==> src/rtl/eeprom_i2c_master_if.sv <==
// Command/response handshake plus the two-wire bus levels of the EEPROM initiator.
// The slave modport is the initiator block; the master modport is whoever issues commands.
interface eeprom_i2c_master_if;
  logic       cmd_valid;
  logic       cmd_ready;
  logic [2:0] cmd;
  logic [7:0] cmd_data;
  logic       rsp_valid;
  logic [7:0] rsp_data;
  logic       rsp_nack;
  logic       busy;
  logic       scl;
  logic       sda_out;
  logic       sda_in;

  modport master (
    output cmd_valid, cmd, cmd_data, sda_in,
    input  cmd_ready, rsp_valid, rsp_data, rsp_nack, busy, scl, sda_out
  );

  modport slave (
    input  cmd_valid, cmd, cmd_data, sda_in,
    output cmd_ready, rsp_valid, rsp_data, rsp_nack, busy, scl, sda_out
  );
endinterface

==> src/rtl/eeprom_i2c_master.sv <==
// Two-wire EEPROM bus initiator: START/STOP 4 quarters, byte 36 quarters, then a 1-clk DONE pulse.
// One command at a time; cmd_valid while busy is dropped, and clk_ce low freezes the bus sequencing.
module eeprom_i2c_master #(
  parameter int unsigned QTR_TICKS = 4
) (
  input  logic               clk,
  input  logic               reset,
  input  logic               clk_ce,
  eeprom_i2c_master_if.slave bus
);
  localparam logic [2:0] CMD_START   = 3'd0;
  localparam logic [2:0] CMD_STOP    = 3'd1;
  localparam logic [2:0] CMD_WRITE   = 3'd2;
  localparam logic [2:0] CMD_RD_ACK  = 3'd3;
  localparam logic [2:0] CMD_RD_NACK = 3'd4;
  localparam logic [7:0] TICK_LAST   = 8'(QTR_TICKS - 1);

  typedef enum logic [2:0] {S_IDLE, S_START, S_STOP, S_BIT, S_DONE} state_t;

  state_t     state_q, state_d;
  logic [2:0] cmd_q;
  logic [7:0] sh_q;
  logic       ack_q;
  logic [7:0] tick_q;
  logic [1:0] qtr_q;
  logic [3:0] bit_q;
  logic       scl_q, sda_q, scl_d, sda_d;
  logic [7:0] rsp_data_q;
  logic       rsp_nack_q;
  logic       ready, accept, exec, ce_on, qtr_first, qtr_last, cmd_end, sample, bit_lvl;

  assign ready     = (state_q == S_IDLE) || (state_q == S_DONE);
  assign accept    = bus.cmd_valid && ready;
  assign exec      = (state_q == S_START) || (state_q == S_STOP) || (state_q == S_BIT);
  assign ce_on     = clk_ce && exec;
  assign qtr_first = ce_on && (tick_q == 8'd0);
  assign qtr_last  = ce_on && (tick_q == TICK_LAST);
  assign cmd_end   = qtr_last && (qtr_q == 2'd3) && ((state_q != S_BIT) || (bit_q == 4'd8));
  assign sample    = qtr_last && (qtr_q == 2'd1) && (state_q == S_BIT);

  always_ff @(posedge clk or negedge reset) begin
    if (!reset) state_q <= S_IDLE;
    else        state_q <= state_d;
  end

  always_comb begin
    state_d = state_q;
    scl_d   = scl_q;
    sda_d   = sda_q;
    // Ninth bit is the ACK slot: released for WRITE, driven low only for READ_ACK.
    bit_lvl = 1'b1;
    if (bit_q == 4'd8)            bit_lvl = (cmd_q != CMD_RD_ACK);
    else if (cmd_q == CMD_WRITE)  bit_lvl = sh_q[7];

    case (state_q)
      S_IDLE, S_DONE: begin
        state_d = S_IDLE;
        if (accept) begin
          case (bus.cmd)
            CMD_START:                          state_d = S_START;
            CMD_STOP:                           state_d = S_STOP;
            CMD_WRITE, CMD_RD_ACK, CMD_RD_NACK: state_d = S_BIT;
            default:                            state_d = S_DONE;
          endcase
        end
      end
      default: if (cmd_end) state_d = S_DONE;
    endcase

    // Bus levels change only on the first tick of each quarter.
    if (qtr_first) begin
      case (state_q)
        S_START: begin
          case (qtr_q)
            2'd0:    sda_d = 1'b1;
            2'd1:    {scl_d, sda_d} = 2'b11;
            2'd2:    {scl_d, sda_d} = 2'b10;
            default: {scl_d, sda_d} = 2'b00;
          endcase
        end
        S_STOP: begin
          case (qtr_q)
            2'd0:    {scl_d, sda_d} = 2'b00;
            2'd1:    {scl_d, sda_d} = 2'b10;
            default: {scl_d, sda_d} = 2'b11;
          endcase
        end
        default: begin
          case (qtr_q)
            2'd0:    {scl_d, sda_d} = {1'b0, bit_lvl};
            2'd3:    scl_d = 1'b0;
            default: scl_d = 1'b1;
          endcase
        end
      endcase
    end
  end

  always_ff @(posedge clk or negedge reset) begin
    if (!reset) begin
      cmd_q      <= 3'd0;
      sh_q       <= 8'd0;
      ack_q      <= 1'b0;
      tick_q     <= 8'd0;
      qtr_q      <= 2'd0;
      bit_q      <= 4'd0;
      scl_q      <= 1'b1;
      sda_q      <= 1'b1;
      rsp_data_q <= 8'd0;
      rsp_nack_q <= 1'b0;
    end else begin
      scl_q <= scl_d;
      sda_q <= sda_d;
      if (accept) begin
        cmd_q  <= bus.cmd;
        sh_q   <= bus.cmd_data;
        tick_q <= 8'd0;
        qtr_q  <= 2'd0;
        bit_q  <= 4'd0;
      end else if (ce_on) begin
        if (qtr_last) begin
          tick_q <= 8'd0;
          qtr_q  <= qtr_q + 2'd1;
          if (qtr_q == 2'd3) bit_q <= bit_q + 4'd1;
        end else begin
          tick_q <= tick_q + 8'd1;
        end
        // One register serves both directions: write data shifts out as read data shifts in.
        if (sample) begin
          if (bit_q == 4'd8) ack_q <= bus.sda_in;
          else               sh_q  <= {sh_q[6:0], bus.sda_in};
        end
      end
      if (state_d == S_DONE) begin
        if (ready) begin
          rsp_data_q <= 8'd0;
          rsp_nack_q <= 1'b1;
        end else begin
          rsp_data_q <= ((cmd_q == CMD_RD_ACK) || (cmd_q == CMD_RD_NACK)) ? sh_q : 8'd0;
          rsp_nack_q <= (cmd_q == CMD_WRITE) && ack_q;
        end
      end
    end
  end

  assign bus.cmd_ready = ready;
  assign bus.busy      = !ready;
  assign bus.rsp_valid = (state_q == S_DONE);
  assign bus.rsp_data  = rsp_data_q;
  assign bus.rsp_nack  = rsp_nack_q;
  assign bus.scl       = scl_q;
  assign bus.sda_out   = sda_q;
endmodule
==> src/flat_wrapper.sv <==
// flat-port wrapper written by rule: the top's interface ports become plain ports
module eeprom_i2c_master_flat 
#(
  parameter int unsigned QTR_TICKS = 4
)
  (clk, reset, clk_ce, bus_cmd_valid, bus_cmd, bus_cmd_data, bus_sda_in, bus_cmd_ready, bus_rsp_valid, bus_rsp_data, bus_rsp_nack, bus_busy, bus_scl, bus_sda_out);
  eeprom_i2c_master_if bus_i ();
  input  logic clk;
  input  logic reset;
  input  logic clk_ce;
  input wire logic [$bits(bus_i.cmd_valid)-1:0] bus_cmd_valid;
  input wire logic [$bits(bus_i.cmd)-1:0] bus_cmd;
  input wire logic [$bits(bus_i.cmd_data)-1:0] bus_cmd_data;
  input wire logic [$bits(bus_i.sda_in)-1:0] bus_sda_in;
  output wire logic [$bits(bus_i.cmd_ready)-1:0] bus_cmd_ready;
  output wire logic [$bits(bus_i.rsp_valid)-1:0] bus_rsp_valid;
  output wire logic [$bits(bus_i.rsp_data)-1:0] bus_rsp_data;
  output wire logic [$bits(bus_i.rsp_nack)-1:0] bus_rsp_nack;
  output wire logic [$bits(bus_i.busy)-1:0] bus_busy;
  output wire logic [$bits(bus_i.scl)-1:0] bus_scl;
  output wire logic [$bits(bus_i.sda_out)-1:0] bus_sda_out;
  assign bus_i.cmd_valid = bus_cmd_valid;
  assign bus_i.cmd = bus_cmd;
  assign bus_i.cmd_data = bus_cmd_data;
  assign bus_i.sda_in = bus_sda_in;
  assign bus_cmd_ready = bus_i.cmd_ready;
  assign bus_rsp_valid = bus_i.rsp_valid;
  assign bus_rsp_data = bus_i.rsp_data;
  assign bus_rsp_nack = bus_i.rsp_nack;
  assign bus_busy = bus_i.busy;
  assign bus_scl = bus_i.scl;
  assign bus_sda_out = bus_i.sda_out;
  eeprom_i2c_master #(.QTR_TICKS(QTR_TICKS)) u_core (.clk(clk), .reset(reset), .clk_ce(clk_ce), .bus(bus_i));
endmodule
==> config.mk <==
export PLATFORM = sky130hd
export DESIGN_NAME = eeprom_i2c_master_flat
export DESIGN_NICKNAME = d
export VERILOG_FILES = /design/src/rtl/eeprom_i2c_master_if.sv /design/src/rtl/eeprom_i2c_master.sv /design/src/flat_wrapper.sv
export SDC_FILE = /design/constraint.sdc
export NUM_CORES = 1
export LEC_CHECK = 0
export ABC_AREA = 0
export CAP_MARGIN = 20
export CORE_ASPECT_RATIO = 1.1
export CORE_MARGIN = 2
export CORE_UTILIZATION = 57
export DETAILED_ROUTE_END_ITERATION = 6
export PLACE_DENSITY = 0.84
export SLEW_MARGIN = 20
export SYNTH_ARGS = -nofsm -noshare
export SYNTH_HDL_FRONTEND = slang
export SYNTH_SLANG_ARGS = --single-unit
==> constraint.sdc <==
create_clock -name clk -period 4.9 [get_ports clk]
set_input_delay 1.225 -clock clk [delete_from_list [all_inputs] [get_ports clk]]
set_output_delay 1.225 -clock clk [all_outputs]
set_load 0.02 [all_outputs]
# Word-level counts from Yosys, hierarchy flattened
# Index checks and enable logic that the tools add are counted.
dict set report word_totals {
  ff_bits 40
  input_bits 16
  output_inout_bits 14
  wordCells 102
}
dict set report classes {
  n_addsub 3
  n_eq_ne 21
  n_mux 31
  bitwise 1
  n_reduce_logical 35
}
# op n
set ops {}
lappend ops {{8-bit 2-to-1 mux} 9}
lappend ops {{3-bit by 2-bit equality test with 1-bit output (second input constant)} 6}
lappend ops {{4-bit 2-to-1 mux} 4}
lappend ops {{3-bit equality test (second input constant)} 4}
lappend ops {{1-bit logical AND} 9}
lappend ops {{3-bit 2-to-1 mux} 3}
lappend ops {{3-bit one-hot mux with 3 select lines} 1}
lappend ops {{8-bit by 1-bit adder with 8-bit output (second input constant)} 1}
lappend ops {{8-bit by 2-bit equality test with 1-bit output (second input constant)} 1}
lappend ops {{8-bit zero test} 1}
lappend ops {{1-bit 2-to-1 mux} 8}
lappend ops {{2-bit nonzero test} 4}
lappend ops {{2-bit OR reduction} 4}
lappend ops {{3-bit by 1-bit equality test with 1-bit output (second input constant)} 2}
lappend ops {{3-bit zero test} 2}
lappend ops {{2-bit 2-to-1 mux} 3}
lappend ops {{3-bit by 2-bit != test with 1-bit output (second input constant)} 2}
lappend ops {{1-bit one-hot mux with 2 select lines} 3}
lappend ops {{2-bit AND reduction} 3}
lappend ops {{3-bit AND reduction} 2}
lappend ops {{1-bit logical OR} 5}
lappend ops {{4-bit by 1-bit adder with 4-bit output (second input constant)} 1}
lappend ops {{2-bit equality test (second input constant)} 2}
lappend ops {{4-bit equality test (second input constant)} 1}
lappend ops {{10 further kinds} 10}

# Logic depth before layout (Yosys ltp)
dict set report logic_depth {
  ltp_word 10
  ltp_mapped 8
  depth_no_buf 7
}

# Worst setup path before layout
# No wires, ideal clock.
dict set report synth_path {
  path_kind {input to register}
  start {in clk_ce}
  end {reg u_core.sh_q[0]}
  setup_time_ps 118
  arrival_time_ps 2356
  required_time_ps 4782
  path_slack_ps 2426
  stages 5
  n_path_buf 0
  path_cell_list {nor2b_1 > nand3_2 > nor4_4 > nor2_1 > a21o_1}
}
dict set report synth_between {
  elab_chain_len 6
  elab_cells_between_ends 7
  classes_between {reduce/logical: 7}
}
# element line
set synth_rtl {}
lappend synth_rtl {{start: declaration} flat_wrapper.sv:10} ;# input logic clk_ce;
lappend synth_rtl {{1-bit logical AND (*)} eeprom_i2c_master.sv:35} ;# assign ce_on = clk_ce && exec;
lappend synth_rtl {{1-bit logical AND} eeprom_i2c_master.sv:37} ;# assign qtr_last = ce_on && (tick_q == TICK_LAST);
lappend synth_rtl {{1-bit logical AND (2 in a row)} eeprom_i2c_master.sv:39} ;# assign sample = qtr_last && (qtr_q == 2'd1) && (state_q == S_BIT);
lappend synth_rtl {{2-bit nonzero test (no source line)} n/a}
lappend synth_rtl {{3-bit AND reduction (no source line) (*)} n/a}
lappend synth_rtl {{end signal: assignment} eeprom_i2c_master.sv:116} ;# sh_q <= bus.cmd_data;
lappend synth_rtl {{end signal: assignment} eeprom_i2c_master.sv:131} ;# else sh_q <= {sh_q[6:0], bus.sda_in};
lappend synth_rtl {{end: declaration} eeprom_i2c_master.sv:22} ;# logic [7:0] sh_q;
# Mark *: on every way between the ends. The rest lies on a longest branch, timed or not.
# A chain may end at the register's enable or synchronous reset.

# Final worst setup path
dict set report layout_path {
  start {reg u_core.state_q[0]}
  end {out bus_rsp_valid}
}
dict set report layout_between {
  elab_chain_len 1
}
# element line
set layout_rtl {}
lappend layout_rtl {{start: declaration} eeprom_i2c_master.sv:20} ;# state_t state_q, state_d;
lappend layout_rtl {{start signal: assignment} eeprom_i2c_master.sv:43} ;# else state_q <= state_d;
lappend layout_rtl {{3-bit equality test} eeprom_i2c_master.sv:148} ;# assign bus.rsp_valid = (state_q == S_DONE);
lappend layout_rtl {{end: declaration} flat_wrapper.sv:16} ;# output wire logic [$bits(bus_i.rsp_valid)-1:0] bus_rsp_valid;
# No other way between the ends.

==> flow_metrics.py <==
metrics = {
    "logic_synthesis": {
        "synth.cell_area_mm2": 0.00205,
        "synth_cell_types": 41,
        "synth.avg_cell_area_um2": 9.64,
        "postSynthRegisterBits": 40,
        "yosysWarnings": 0,
        "mappedNetlistNets": 236,
        "synth_sequential_area_ratio_pct": 48.9,
        "asyncSetResetFlopFracSynth_pct": 100,
        "netlist_instances": 213,
        "synth_enable_flop_cells": 0,
        "synth_flop_cell": "sky130_fd_sc_hd__dfrtp_1",
    },
    "min_path": {
        "worst_hold_path_cell_count": 1,
        "hold_start": "u_core.bit_q[2]$_DFFE_PN0P_",
        "hold_path_class": "reg2reg",
    },
    "floorplanning": {
        "die-height_um": 66.9,
        "io_pins": 30,
        "die-area_mm2": 0.00410,
        "initial_core_util_pct": 60.6,
        "std_cell_rows": 22,
        "dieWidth_um": 61.2,
        "fp.coreArea_mm2": 0.00339,
    },
    "critical_path": {
        "arrival_ns": 1.73,
        "critical_path_required_ns": 3.67,
        "worstPathMaxFanout": 5,
        "crit_path_max_incr_delay_ns": 0.59,
        "slowest_stage": "sky130_fd_sc_hd__clkdlybuf4s50_1",
        "critical_path_sink_type": "output pin",
        "r2r.worst_path.cells": 7,
        "critical_path_buf_inv_count": 1,
        "timing.critical_path.from_type": "flop",
        "worst-setup-path-type": "reg2out",
        "critical_path.top_delay_family": "buffers and inverters",
        "beginning_of_the_worst_register_to_register_path": "u_core.bit_q[0]$_DFFE_PN0P_",
        "critical_path_cell_sequence": "nor2_2, and2_1, clkdlybuf4s50_1",
        "critical_path_cell_count": 3,
        "startpoint": "u_core.state_q[0]$_DFF_PN0_",
    },
    "clock_tree": {
        "clk-insertion-delay-late_ns": 0.35,
        "clkSlewWorstSetupHoldPaths_ns": 0.12,
        "cts.path.max_buffers": 2,
        "post_cts_resize_count": 0,
        "h-tree-depth": 2,
        "cts-hold-fix-buffers": 0,
        "cts_made_buffers": 5,
        "cts_setup_buffers": 0,
        "cts.sinks": 40,
        "cts_tree": "yes",
        "ctsRootBufferMaster": "sky130_fd_sc_hd__clkbuf_4",
    },
    "global_route": {
        "grt_start_max_net_pins": 41,
        "antenna_violations_before_repair": 0,
        "grt_pass1_vias": 1500,
        "globalRouteOverflowTotal": 0,
        "gr-usage-all-layers_pct": 22.7,
        "grt_pass1_wl_um": 6850,
    },
    "route": {
        "detail-route-antenna-nets": 0,
        "drc": 0,
        "detailed_router_s_first_iteration_violation_count": 80,
        "detailroute.via_count": 1627,
        "avgRoutedWirePerCell_um": 13.7,
        "drt-total-wl_um": 4000,
        "drt_first_pass_iters": 5,
        "viasPerCell": 5.59,
    },
    "power_and_ir_drop": {
        "cellLeakagePower_nw": 1.18,
        "p_per_area_mw_per_mm2": 384,
        "total_power_mw": 0.948,
        "vdd_ir_drop_max_mv": 0.291,
    },
    "timing": {
        "max_slew.worst_pin.slew_ns": 0.849,
        "slew-limit-headroom_pct": 43.4,
        "final-max-slew-violation-count": 0,
        "rsz0062_at_grt": "false",
        "whs_ns": 0.501,
        "clock-skew-final_ns": 0.0188,
        "fmax_ghz": 0.338,
        "finalWorstPathRequiredPeriod_ns": 2.96,
        "post-route-period-util_pct": 60.4,
        "finalSetupViolations": 0,
        "timing_hold_violations_final": 0,
        "fin_tns_setup_ns": 0,
    },
    "place": {
        "port_buffers": 29,
        "hpwl_after_detailed_placement_um": 3020,
        "globalplace.congestion": 0.820,
        "place_inst": 283,
    },
    "final_layout": {
        "post_route_cells_drive_above_1_share_pct": 8.64,
        "synth_to_layout_area_growth_pct": 20.2,
        "nNetsFinal": 265,
        "fill_cells": 274,
        "post-route-util_pct": 72.9,
        "antenna_cells": 0,
        "final_cell_count_no_fill": 291,
    },
    "status": {
        "status": "finished, final reports clean",
    },
    "job": {
        "max_cap_viol_count": 0,
    },
}
-- cells in the final DEF, fill, tap and decap left out, drive strengths merged, types with 4 or more instances in the layout --
cell type,count
clkdlybuf4s50,28
a21o,7
clkbuf,7
ha,7
inv,11
nand3,16
xnor2,6
a21oi,8
and3,5
nor2,24
mux2i,4
dfrtp,38
nand2,22
xor2,4
nand4,4
o21ai,12
a22o,7
-- per-layer routing --
layer	routed length [um]	global-route usage, %	part of all wire, %
met1	1880	31.7	47
met3	135	3.50	3.4
met5	0	0	0
met4	52	8.15	1.3
met2	1930	35.5	48
-- stage by stage --
| step | area [um2] | worst slack, ns |
|---|---|---|
| finish | 2470 | 1.94 |
| global route | 2470 | 1.83 |
| CTS | 2470 | 1.91 |
| detailed placement | 2370 | 1.69 |
| global placement | 2370 | 1.75 |
| floorplan | 2050 | 2.43 |
-- path summary, 6_finish.rpt --
path / to / slack, ns
min: u_core.bit_q[2]$_DFFE_PN0P_ / 0.50
max: bus_rsp_valid / 1.94
max in group asynchronous: u_core.bus.rsp_data[7]$_DFFE_PN0N_ / 3.39
min reg2reg: u_core.bit_q[2]$_DFFE_PN0P_ / 0.50
min in group asynchronous: u_core.state_q[0]$_DFF_PN0_ / 0.97
max reg2reg: u_core.sh_q[0]$_DFFE_PN0P_ / 2.84
-- Yosys cell counts (2+ instances only) --
| library cell | n | area [um2] |
|---|---|---|
| sky130_fd_sc_hd__nand3_1 | 14 | 70.1 |
| sky130_fd_sc_hd__a21oi_1 | 8 | 40.0 |
| sky130_fd_sc_hd__inv_1 | 10 | 37.5 |
| sky130_fd_sc_hd__nand3b_1 | 3 | 22.5 |
| sky130_fd_sc_hd__mux2_2 | 3 | 33.8 |
| sky130_fd_sc_hd__nand2_1 | 22 | 82.6 |
| sky130_fd_sc_hd__o21ai_1 | 2 | 10.0 |
| sky130_fd_sc_hd__xnor2_1 | 6 | 52.6 |
| sky130_fd_sc_hd__buf_2 | 2 | 10.0 |
| sky130_fd_sc_hd__a21o_1 | 7 | 52.6 |
| sky130_fd_sc_hd__a22o_1 | 7 | 61.3 |
| sky130_fd_sc_hd__dfstp_2 | 2 | 52.6 |
| sky130_fd_sc_hd__nand4_1 | 4 | 25.0 |
| sky130_fd_sc_hd__nor2b_1 | 3 | 18.8 |
| sky130_fd_sc_hd__ha_1 | 7 | 87.6 |
| sky130_fd_sc_hd__and2_1 | 2 | 12.5 |
| sky130_fd_sc_hd__nand3_2 | 2 | 20.0 |
| sky130_fd_sc_hd__and3_1 | 5 | 31.3 |
| sky130_fd_sc_hd__xor2_1 | 4 | 35.0 |
| sky130_fd_sc_hd__nor2_1 | 23 | 86.3 |
| sky130_fd_sc_hd__dfrtp_1 | 38 | 951 |
| sky130_fd_sc_hd__mux2i_1 | 4 | 40.0 |
| sky130_fd_sc_hd__clkbuf_1 | 6 | 22.5 |
| sky130_fd_sc_hd__o21ai_0 | 10 | 50.1 |
| sky130_fd_sc_hd__o22ai_1 | 3 | 18.8 |
-- report_power, final --
group	total, mW	switching, mW	internal, mW	leakage (nW)
clock	0.240	0.104	0.136	0.0515
combinational	0.260	0.142	0.119	0.602
sequential	0.447	0.0566	0.391	0.525
total	0.948	0.303	0.645	1.18
-- sequential cells by signal (all words and copies together) (netlist names) --
| register | flops |
|---|---|
| u_core.bus.scl | 1 |
| u_core.bus.rsp_data | 8 |
| u_core.bus.sda_out | 1 |
| u_core.tick_q | 8 |
| u_core.bit_q | 4 |
| u_core.sh_q | 8 |
| u_core.ack_q | 1 |
| u_core.qtr_q | 2 |
| u_core.cmd_q | 3 |
| u_core.state_q | 3 |
| u_core.bus.rsp_nack | 1 |
-- worst reg2reg max path, cell delays in order, from the launching register on --
cell	delay (ns)
sky130_fd_sc_hd__dfrtp_1	0.39
sky130_fd_sc_hd__inv_1	0.08
sky130_fd_sc_hd__ha_1	0.20
sky130_fd_sc_hd__nand3b_1	0.16
sky130_fd_sc_hd__nand4b_1	0.23
sky130_fd_sc_hd__nor4_4	0.45
sky130_fd_sc_hd__nor2_1	0.24
sky130_fd_sc_hd__a21o_1	0.23
-- cell families after synthesis --
family,share of synthesized area [%]
XOR/XNOR,4.27
flip-flops,48.9
AO/OA/AOI/OAI,13.0
adder cells (fa/ha/maj),4.27
multiplexers,3.60
AND/OR/NAND/NOR,22.4
buffers and inverters,3.60
-- layout make-up --
cell class | count | area, um2 | share of cell area (%)
Sequential cell | 40 | 1000 | 40.6
Tap cell | 48 | 60.1 | 2.43
Clock inverter | 1 | 30.0 | 1.22
Multi-Input combinational cell | 154 | 976 | 39.5
Clock buffer | 7 | 65.1 | 2.64
Inverter | 11 | 41.3 | 1.67
Timing Repair Buffer | 30 | 293 | 11.9
(Power assumes the default switching activity.)
